--- src/rtl/river_pkg.sv ---
// Shared types, playfield defaults and the wrap/distance arithmetic for the
// river section sequencer.
package river_pkg;

   localparam int SCREEN_W_DFLT = 320;
   localparam int TILE_DFLT     = 32;
   localparam int LOG_W_DFLT    = 64;

   typedef enum logic [1:0] {
      S_IDLE,
      S_ADVANCE,
      S_CHECK,
      S_COMMIT
   } state_t;

   function automatic logic [9:0] wrap_step(input logic [9:0] x,
                                            input logic       dir,
                                            input logic [9:0] w);
      if (dir) return (x == w - 10'd1) ? 10'd0 : x + 10'd1;
      else     return (x == 10'd0) ? w - 10'd1 : x - 10'd1;
   endfunction

   // (a - b) mod w, widened so the wrap-around sum cannot overflow
   function automatic logic [10:0] mod_dist(input logic [9:0] a,
                                            input logic [9:0] b,
                                            input logic [9:0] w);
      if (a >= b) return {1'b0, a} - {1'b0, b};
      else        return {1'b0, a} + {1'b0, w} - {1'b0, b};
   endfunction

endpackage

--- src/rtl/river_row_stepper.sv ---
// Frame divider and log stepping for a single river row; the scheduler
// time-shares one instance across rows.
module river_row_stepper
   import river_pkg::*;
#(
   parameter int NUM_LOGS = 2,
   parameter int SCREEN_W = SCREEN_W_DFLT
) (
   input  logic [3:0]             period,
   input  logic [3:0]             div,
   input  logic                   dir,
   input  logic [NUM_LOGS*10-1:0] pos,
   output logic [3:0]             div_next,
   output logic                   step,
   output logic [NUM_LOGS*10-1:0] pos_next
);

   always_comb begin
      div_next = 4'd0;
      step     = 1'b0;
      pos_next = pos;
      if (period != 4'd0) begin
         if (div == period - 4'd1) begin
            step = 1'b1;
            for (int k = 0; k < NUM_LOGS; k++)
               pos_next[k*10 +: 10] = wrap_step(pos[k*10 +: 10], dir, 10'(SCREEN_W));
         end else begin
            div_next = div + 4'd1;
         end
      end
   end

endmodule

--- src/rtl/river_scheduler.sv ---
// Per-frame river sequencer: steps every row's logs, then scans the frog
// against each log serially and commits drift / on-log / in-water results.
//
//   state     | meaning
//   ----------+-------------------------------------------------------
//   S_IDLE    | waiting for frame_tick
//   S_ADVANCE | one row per cycle: divider update and log step
//   S_CHECK   | one (row, log) pair per cycle, row-major overlap scan
//   S_COMMIT  | register frog results, pulse done
module river_scheduler
   import river_pkg::*;
#(
   parameter int NUM_ROWS = 4,
   parameter int NUM_LOGS = 2,
   parameter int SCREEN_W = SCREEN_W_DFLT,
   parameter int TILE     = TILE_DFLT,
   parameter int LOG_W    = LOG_W_DFLT
) (
   input  logic                           clk,
   input  logic                           reset_n,
   input  logic                           frame_tick,
   input  logic [9:0]                     frog_x,
   input  logic [9:0]                     frog_y,
   input  logic [NUM_ROWS*10-1:0]         river_y,
   input  logic [NUM_ROWS*4-1:0]          row_period,
   input  logic [NUM_ROWS-1:0]            row_dir,
   output logic [NUM_ROWS*NUM_LOGS*10-1:0] log_x,
   output logic [9:0]                     frog_x_new,
   output logic                           frog_on_log,
   output logic                           frog_in_water,
   output logic                           busy,
   output logic                           done,
   output logic                           overrun
);

   localparam int RW = (NUM_ROWS > 1) ? $clog2(NUM_ROWS) : 1;
   localparam int KW = (NUM_LOGS > 1) ? $clog2(NUM_LOGS) : 1;
   localparam logic [RW-1:0] LAST_ROW = RW'(NUM_ROWS - 1);
   localparam logic [KW-1:0] LAST_LOG = KW'(NUM_LOGS - 1);
   localparam logic [9:0]    X_MAX    = 10'(SCREEN_W - TILE);

   state_t state, state_nx;

   logic [9:0]          fx_q, fy_q;
   logic [RW-1:0]       row_idx;
   logic [KW-1:0]       log_idx;
   logic [3:0]          div_q [NUM_ROWS];
   logic [NUM_ROWS-1:0] moved;
   logic [9:0]          pos_q [NUM_ROWS][NUM_LOGS];
   logic                hit_valid;
   logic [RW-1:0]       hit_row;
   logic                on_hit;

   logic [9:0]             ry  [NUM_ROWS];
   logic [3:0]             per [NUM_ROWS];
   logic [NUM_LOGS*10-1:0] row_pos, row_pos_nx;
   logic [3:0]             div_nx;
   logic                   step;
   logic                   row_match, overlap, take;
   logic [9:0]             drift_x;

   for (genvar r = 0; r < NUM_ROWS; r++) begin : g_row
      assign ry[r]  = river_y[r*10 +: 10];
      assign per[r] = row_period[r*4 +: 4];
      for (genvar k = 0; k < NUM_LOGS; k++) begin : g_log
         assign log_x[(r*NUM_LOGS + k)*10 +: 10] = pos_q[r][k];
      end
   end

   always_comb begin
      row_pos = '0;
      for (int k = 0; k < NUM_LOGS; k++)
         row_pos[k*10 +: 10] = pos_q[row_idx][k];
   end

   river_row_stepper #(
      .NUM_LOGS (NUM_LOGS),
      .SCREEN_W (SCREEN_W)
   ) u_stepper (
      .period   (per[row_idx]),
      .div      (div_q[row_idx]),
      .dir      (row_dir[row_idx]),
      .pos      (row_pos),
      .div_next (div_nx),
      .step     (step),
      .pos_next (row_pos_nx)
   );

   // only the first matching row is scanned; later rows with the same y are ignored
   assign row_match = (fy_q == ry[row_idx]);
   assign overlap   = mod_dist(fx_q, pos_q[row_idx][log_idx], 10'(SCREEN_W)) < 11'(LOG_W);
   assign take      = row_match && (!hit_valid || hit_row == row_idx);

   always_comb begin
      drift_x = fx_q;
      if (moved[hit_row]) begin
         if (row_dir[hit_row]) drift_x = (fx_q >= X_MAX) ? X_MAX : fx_q + 10'd1;
         else                  drift_x = (fx_q == 10'd0) ? 10'd0 : fx_q - 10'd1;
      end
   end

   always_ff @(posedge clk) begin
      if (!reset_n) state <= S_IDLE;
      else          state <= state_nx;
   end

   always_comb begin
      state_nx = state;
      case (state)
         S_IDLE:    if (frame_tick) state_nx = S_ADVANCE;
         S_ADVANCE: if (row_idx == LAST_ROW) state_nx = S_CHECK;
         S_CHECK:   if (row_idx == LAST_ROW && log_idx == LAST_LOG) state_nx = S_COMMIT;
         S_COMMIT:  state_nx = S_IDLE;
         default:   state_nx = S_IDLE;
      endcase
   end

   always_ff @(posedge clk) begin
      if (!reset_n) begin
         fx_q          <= '0;
         fy_q          <= '0;
         row_idx       <= '0;
         log_idx       <= '0;
         moved         <= '0;
         hit_valid     <= 1'b0;
         hit_row       <= '0;
         on_hit        <= 1'b0;
         frog_x_new    <= '0;
         frog_on_log   <= 1'b0;
         frog_in_water <= 1'b0;
         busy          <= 1'b0;
         done          <= 1'b0;
         overrun       <= 1'b0;
         for (int r = 0; r < NUM_ROWS; r++) begin
            div_q[r] <= '0;
            for (int k = 0; k < NUM_LOGS; k++)
               pos_q[r][k] <= 10'(k * (SCREEN_W / NUM_LOGS));
         end
      end else begin
         done <= 1'b0;
         if (frame_tick && state != S_IDLE) overrun <= 1'b1;
         case (state)
            S_IDLE: begin
               if (frame_tick) begin
                  fx_q      <= frog_x;
                  fy_q      <= frog_y;
                  row_idx   <= '0;
                  log_idx   <= '0;
                  hit_valid <= 1'b0;
                  hit_row   <= '0;
                  on_hit    <= 1'b0;
                  busy      <= 1'b1;
               end
            end
            S_ADVANCE: begin
               div_q[row_idx] <= div_nx;
               moved[row_idx] <= step;
               for (int k = 0; k < NUM_LOGS; k++)
                  pos_q[row_idx][k] <= row_pos_nx[k*10 +: 10];
               row_idx <= (row_idx == LAST_ROW) ? '0 : row_idx + RW'(1);
            end
            S_CHECK: begin
               if (take) begin
                  hit_valid <= 1'b1;
                  hit_row   <= row_idx;
                  if (overlap) on_hit <= 1'b1;
               end
               if (log_idx == LAST_LOG) begin
                  log_idx <= '0;
                  row_idx <= (row_idx == LAST_ROW) ? '0 : row_idx + RW'(1);
               end else begin
                  log_idx <= log_idx + KW'(1);
               end
            end
            S_COMMIT: begin
               busy          <= 1'b0;
               done          <= 1'b1;
               frog_on_log   <= hit_valid && on_hit;
               frog_in_water <= hit_valid && !on_hit;
               frog_x_new    <= (hit_valid && on_hit) ? drift_x : fx_q;
            end
            default: ;
         endcase
      end
   end

endmodule

--- config.mk ---
export PLATFORM = sky130hd
export DESIGN_NAME = river_scheduler
export DESIGN_NICKNAME = d
export VERILOG_FILES = /design/src/rtl/river_pkg.sv /design/src/rtl/river_row_stepper.sv /design/src/rtl/river_scheduler.sv
export SDC_FILE = /design/constraint.sdc
export NUM_CORES = 1
export LEC_CHECK = 0
export ABC_CLOCK_PERIOD_IN_PS = 4000
export CORE_MARGIN = 2
export CORE_UTILIZATION = 35
export DETAILED_ROUTE_END_ITERATION = 8
export GPL_ROUTABILITY_DRIVEN = 0
export PLACE_DENSITY_LB_ADDON = 0.2
export SYNTH_ARGS = -nofsm -noshare
export SYNTH_HDL_FRONTEND = slang
export SYNTH_SLANG_ARGS = --single-unit
--- constraint.sdc ---
create_clock -name clk -period 4 [get_ports clk]
set_input_delay 0.4 -clock clk [delete_from_list [all_inputs] [get_ports clk]]
set_output_delay 0.4 -clock clk [all_outputs]
set_load 0.03 [all_outputs]
Word-level counts from Yosys, hierarchy flattened
Memory sizes are Yosys's and may differ from the RTL's. A register that Yosys moved wholly into a read port is not among the register bits.
Index checks and enable logic that the tools add are counted.
{"block": "totals", "register_bits": 48, "ramBits": 96, "input_bits": 83, "output_inout_bits": 95, "mem_count": 2}
{"block": "op_classes", "n_addsub": 13, "n_lt_le_gt_ge": 8, "n_eq_ne": 15, "mux": 71, "n_bitwise": 2, "reduce_logical": 27}
{"memory": "pos_q", "depth": 4, "word_bits": 20, "read_ports": 5, "rd_ports_with_merged_regs": 1, "wr": 4, "line_no": "river_scheduler.sv:49", "source": "logic [9:0] pos_q [NUM_ROWS][NUM_LOGS];"}
{"memory": "div_q", "depth": 4, "word_bits": 4, "read_ports": 1, "rd_ports_with_merged_regs": 1, "wr": 4, "line_no": "river_scheduler.sv:47", "source": "logic [3:0] div_q [NUM_ROWS];"}
{"operator": "$mux W10", "count": 16}
{"operator": "$mux W20", "count": 3}
{"operator": "$add A10 B1 Y10 const B", "count": 3}
{"operator": "$logic_not A10 Y1", "count": 3}
{"operator": "$sub A10 B1 Y10 const B", "count": 3}
{"operator": "$mux W2", "count": 13}
{"operator": "$bmux W10 S2", "count": 1}
{"operator": "$eq A10 B9 Y1 const B", "count": 2}
{"operator": "$mux W4", "count": 5}
{"operator": "$reduce_or A20 Y1", "count": 1}
{"operator": "$mux W1", "count": 19}
{"operator": "$ne A2 B2 Y1 const B", "count": 6}
{"operator": "$add A10 B9 Y11 const B", "count": 1}
{"operator": "$lt A11 B7 Y1 const B", "count": 1}
{"operator": "$mux W11", "count": 1}
{"operator": "$sub A10 B10 Y11", "count": 1}
{"operator": "$sub A11 B10 Y11", "count": 1}
{"operator": "$eq A10 B10 Y1", "count": 1}
{"operator": "$ge A10 B10 Y1", "count": 1}
{"operator": "$ge A10 B9 Y1 const B", "count": 1}
{"operator": "$reduce_and A3 Y1", "count": 3}
{"operator": "$bmux W4 S2", "count": 1}
{"operator": "$pmux W1 S2", "count": 4}
{"operator": "$pmux W2 S4", "count": 1}
{"operator": "other kinds (29)", "count": 44}

Longest topological paths before layout
{"block": "logic_depth", "word_depth": 10, "mapped_depth": 16, "mapped_depth_nobuf": 13}

Cells and area by module
Synthesis repeated with hierarchy kept, for this count alone.
{"block": "hier_totals", "cells_unflattened": 930, "hier_area_um2": 9566.7}
{"mod": "river_scheduler", "instances": 1, "cells_each": 706, "area_per_inst_um2": 8146.6, "seq_area_each_um2": 3883.7}
{"mod": "river_row_stepper", "instances": 1, "cells_each": 224, "area_per_inst_um2": 1420.1, "seq_area_each_um2": 0.0}

Least setup slack after synthesis
No wires, ideal clock.
{"block": "synth_path", "kind": "reg2reg", "from": "register (tool-made name)", "to": "register on_hit", "setup_time_ns": 0.127, "t_arrival_ns": 3.318, "t_required_ns": 3.873, "path_slack_ns": 0.555, "stages_incl_launch_ff": 16, "synth_period_minus_slack_ns": 3.445, "cell_sequence": "dfxtp_1 > buf_6 > buf_12 > buf_6 > mux4_2 > mux2i_1 > ha_1 > inv_1 > fa_1 > nor4bb_1 > o21ai_0 > a31oi_1 > a21oi_1 > xor2_1 > a311oi_1 > a211oi_1"}
{"element": "end signal, assigned", "line_no": "river_scheduler.sv:127", "source": "on_hit <= 1'b0;"}
{"element": "end signal, assigned", "line_no": "river_scheduler.sv:151", "source": "on_hit <= 1'b0;"}
{"element": "end signal, assigned", "line_no": "river_scheduler.sv:166", "source": "if (overlap) on_hit <= 1'b1;"}
{"element": "end, declared", "line_no": "river_scheduler.sv:52", "source": "logic on_hit;"}

==> impl_metrics.env <==
export IMPL_clk_pin_slew_ns=0.07
export IMPL_synth_top_family_by_area="simple AND/OR/NAND/NOR gates"
export IMPL_regToRegEndpoint="on_hit"
export IMPL_synthCells=936
export IMPL_clock_sinks=146
export IMPL_die_h_um=168
export IMPL_crit_path_cell_trace="buf_12 > mux4_2 > mux2i_1 > ha_1 > inv_1 > fa_1 > nor4bb_2 > o21ai_0 > a31oi_1 > a21oi_1 > xor2_1 > a311oi_1 > a211oi_1"
export IMPL_place_inst=1416
export IMPL_critPathRequiredTime_ns=4.31
export IMPL_cap_violations=0
export IMPL_yosysTopAreaCell="edfxtp_1"
export IMPL_yosysWarnings=0
export IMPL_setup_tns_ns=0
export IMPL_cts_buffer_depth=2
export IMPL_report_final_setup_viol=0
export IMPL_grt_max_degree=34
export IMPL_async_flop_share=0
export IMPL_period_needed_ns=3.67
export IMPL_ir_worst_vdd_mv=0.258
export IMPL_drc_errors=0
export IMPL_hold_violations=0
export IMPL_syn_num_nets=1064
export IMPL_antenna_left=0
export IMPL_fin_skew_ns=0.00983
export IMPL_endpoint="on_hit"
export IMPL_antenna_found_initial=0
export IMPL_yosysMostFrequentCell="nor2_1"
export IMPL_synth_cell_types=81
export IMPL_fin_crit_sh=0.917
export IMPL_pin_count=178
export IMPL_cts_tree="built"
export IMPL_yosysSeqAreaShare=0.413
export IMPL_cpPeakStageDelay_ns=0.63
export IMPL_synth_compound_area_frac=0.131
export IMPL_portBuffers=177
export IMPL_r2r_cells=13
export IMPL_synth_mux_area_frac=0.133
export IMPL_arrival_ns=3.98
export IMPL_dr_total_vias=8013
export IMPL_cpMaxStageDelayCell="mux4_2"
export IMPL_routed_via_density=5.52
export IMPL_detail_route_iter0_violations=623
export IMPL_synth_xor_area_frac=0.0270
export IMPL_initial_core_util=0.359
export IMPL_power_leakage_nw=4.22
export IMPL_reg2reg_slack_ns=0.33
export IMPL_synth_top_area_frac=0.307
export IMPL_htree_levels=4
export IMPL_wirelength_um=27200
export IMPL_synthAdderAreaFrac=0.0647
export IMPL_core_area_um2=26200
export IMPL_status="completed"
export IMPL_syn2layout_area_growth_pct=29.2
export IMPL_relSlewSlack=0.385
export IMPL_powerDensity_nw_per_um2=615
export IMPL_clock_latency_ns=0.43
export IMPL_fmax_mhz=273
export IMPL_cp_max_fo=28
export IMPL_grt_pass1_vias=7892
export IMPL_wl_per_cell_um=18.8
export IMPL_synthTopCellsByArea="edfxtp_1 31%, dfxtp_1 11%, mux4_2 10%, ha_1 5.2%, nor2_1 4.9%"
export IMPL_synth_edff_count=96
export IMPL_worstSetupStartpointType="flop"
export IMPL_dpl_hpwl_um=19900
export IMPL_cts_root_buf="clkbuf_16"
export IMPL_slew_violations=0
export IMPL_die_w_um=168
export IMPL_dieArea_um2=28200
export IMPL_cts_buffers=17
export IMPL_n_antenna_cell=0
export IMPL_final_nets=1231
export IMPL_min_from="fy_q[0]"
export IMPL_synth_area_um2=9400
export IMPL_num_rows=59
export IMPL_grt_total_usage=0.196
export IMPL_worstSetupEndpointType="flop"
export IMPL_final_cells=1451
export IMPL_hold_class="flop to flop"
export IMPL_rsz0062_at_grt="no"
export IMPL_cp_top_family="compound AO/OA/AOI/OAI gates"
export IMPL_drive_gt1_frac=0.120
export IMPL_firstDrtPassIters=6
export IMPL_path_depth=13
export IMPL_yosys_area_share_simple=0.188
export IMPL_grt_pass1_wl_um=43500
export IMPL_ys_top_cells_by_count="122 x nor2_1, 97 x nand2_1, 96 x edfxtp_1, 65 x a21oi_1, 50 x dfxtp_1"
export IMPL_cp_buffers_inverters=2
export IMPL_syn_avg_cell_area_um2=10.0
export IMPL_critical_path_class="flop to flop"
export IMPL_gr_total_overflow=0
export IMPL_synth_seq_cells=146
export IMPL_synthFlopType="edfxtp_1"
export IMPL_tightest_slew_ns=0.920
-- final cells by class --
class	instances	area (um2)
inverter	36	135
tap	335	419
timing repair buffer	204	2000
clock buffer	17	425
sequential	146	3880
fill	2438	14100
multi-input combinational	698	5120
clock inverter	15	159
-- worst min-delay path, delay by kind of cell (launching register included) --
kind,cells,cell delay (ns)
AOI/OAI and AO/OA,1,0.05
DFF,1,0.32
and+or+nand+nor,1,0.05
-- timing repair --
action | in CTS | in global routing
hold buffers | 0 | 0
setup buffers | 0 | 3
endpoints found under the setup margin | 0 | 1
gates resized for setup | 0 | 3
-- cell families (layout without fill, tap and decap cells) --
kind of cell | count (synthesis) | after routing
mux | 71 | 71
xor+xnor | 26 | 26
simple gates | 369 | 369
fa+ha+maj | 45 | 45
flops | 146 | 146
buf+inv | 92 | 272
compound gates | 187 | 187
-- routing by layer --
metal,global-route usage,wire length (um)
met3,0.0421,1570
met5,0,0
met4,0.0484,376
met2,0.322,13000
met1,0.264,12300
-- flip-flops by register name, indices dropped and copies added, names as in the netlist, named ones only --
register       flops
pos_q             80
row_idx            2
div_q             16
overrun            1
state              2
moved              4
frog_on_log        1
fx_q              10
on_hit             1
log_idx            1
hit_valid          1
frog_in_water      1
frog_x_new        10
done               1
hit_row            2
busy               1
fy_q              10
-- cell usage in the layout, fill, tap and decap left out, types with 6 or more instances in the layout --
master,synthesis,layout
nand3_1,37,37
ha_1,39,39
nor2_1,122,122
mux2i_1,24,23
inv_1,36,36
nand4_1,6,6
o31ai_1,10,10
dfxtp_1,50,49
edfxtp_1,96,96
o21ai_0,29,29
fa_1,6,6
and3_1,8,8
nand3b_1,6,6
nor3_1,28,28
clkdlybuf4s50_1,0,177
nor2b_1,6,6
mux4_2,42,42
a21oi_1,65,65
nor4_1,6,6
nand2_1,97,97
a22oi_1,9,9
xor2_1,11,11
nand2b_1,15,15
xnor2_1,13,13
clkbuf_16,0,17
o22ai_1,6,6
a31oi_1,12,12
inv_6,0,7
a211oi_1,10,10
buf_4,3,25
-- power by group --
group | switching (mW) | internal, mW
sequential | 0.166 | 1.81
clock | 0.732 | 0.883
combinational | 2.32 | 1.56
-- stage by stage --
stage	worst slack (ns)	instance area, um2	total power, mW	hold slack (ns)	utilization
floorplan	0.555	9400	4.77	0.438	-
global placement	0.296	11500	5.83	0.454	0.440
detailed placement	0.212	11500	5.84	0.460	0.440
CTS	0.202	12100	7.47	0.470	0.462
global route	0.00310	12100	7.98	0.492	0.464
finish	0.334	12100	7.47	0.467	0.464
-- how the worst min path moves through the flow --
stage | slack (ns) | cells after the start | endpoint
floorplan | 0.44 | 2 | moved[2]
global placement | 0.45 | 2 | fy_q[0]
detailed placement | 0.46 | 2 | fy_q[8]
CTS | 0.47 | 2 | fy_q[8]
global route | 0.49 | 2 | overrun
finish | 0.47 | 2 | fy_q[0]
(Power assumes the default switching activity.)
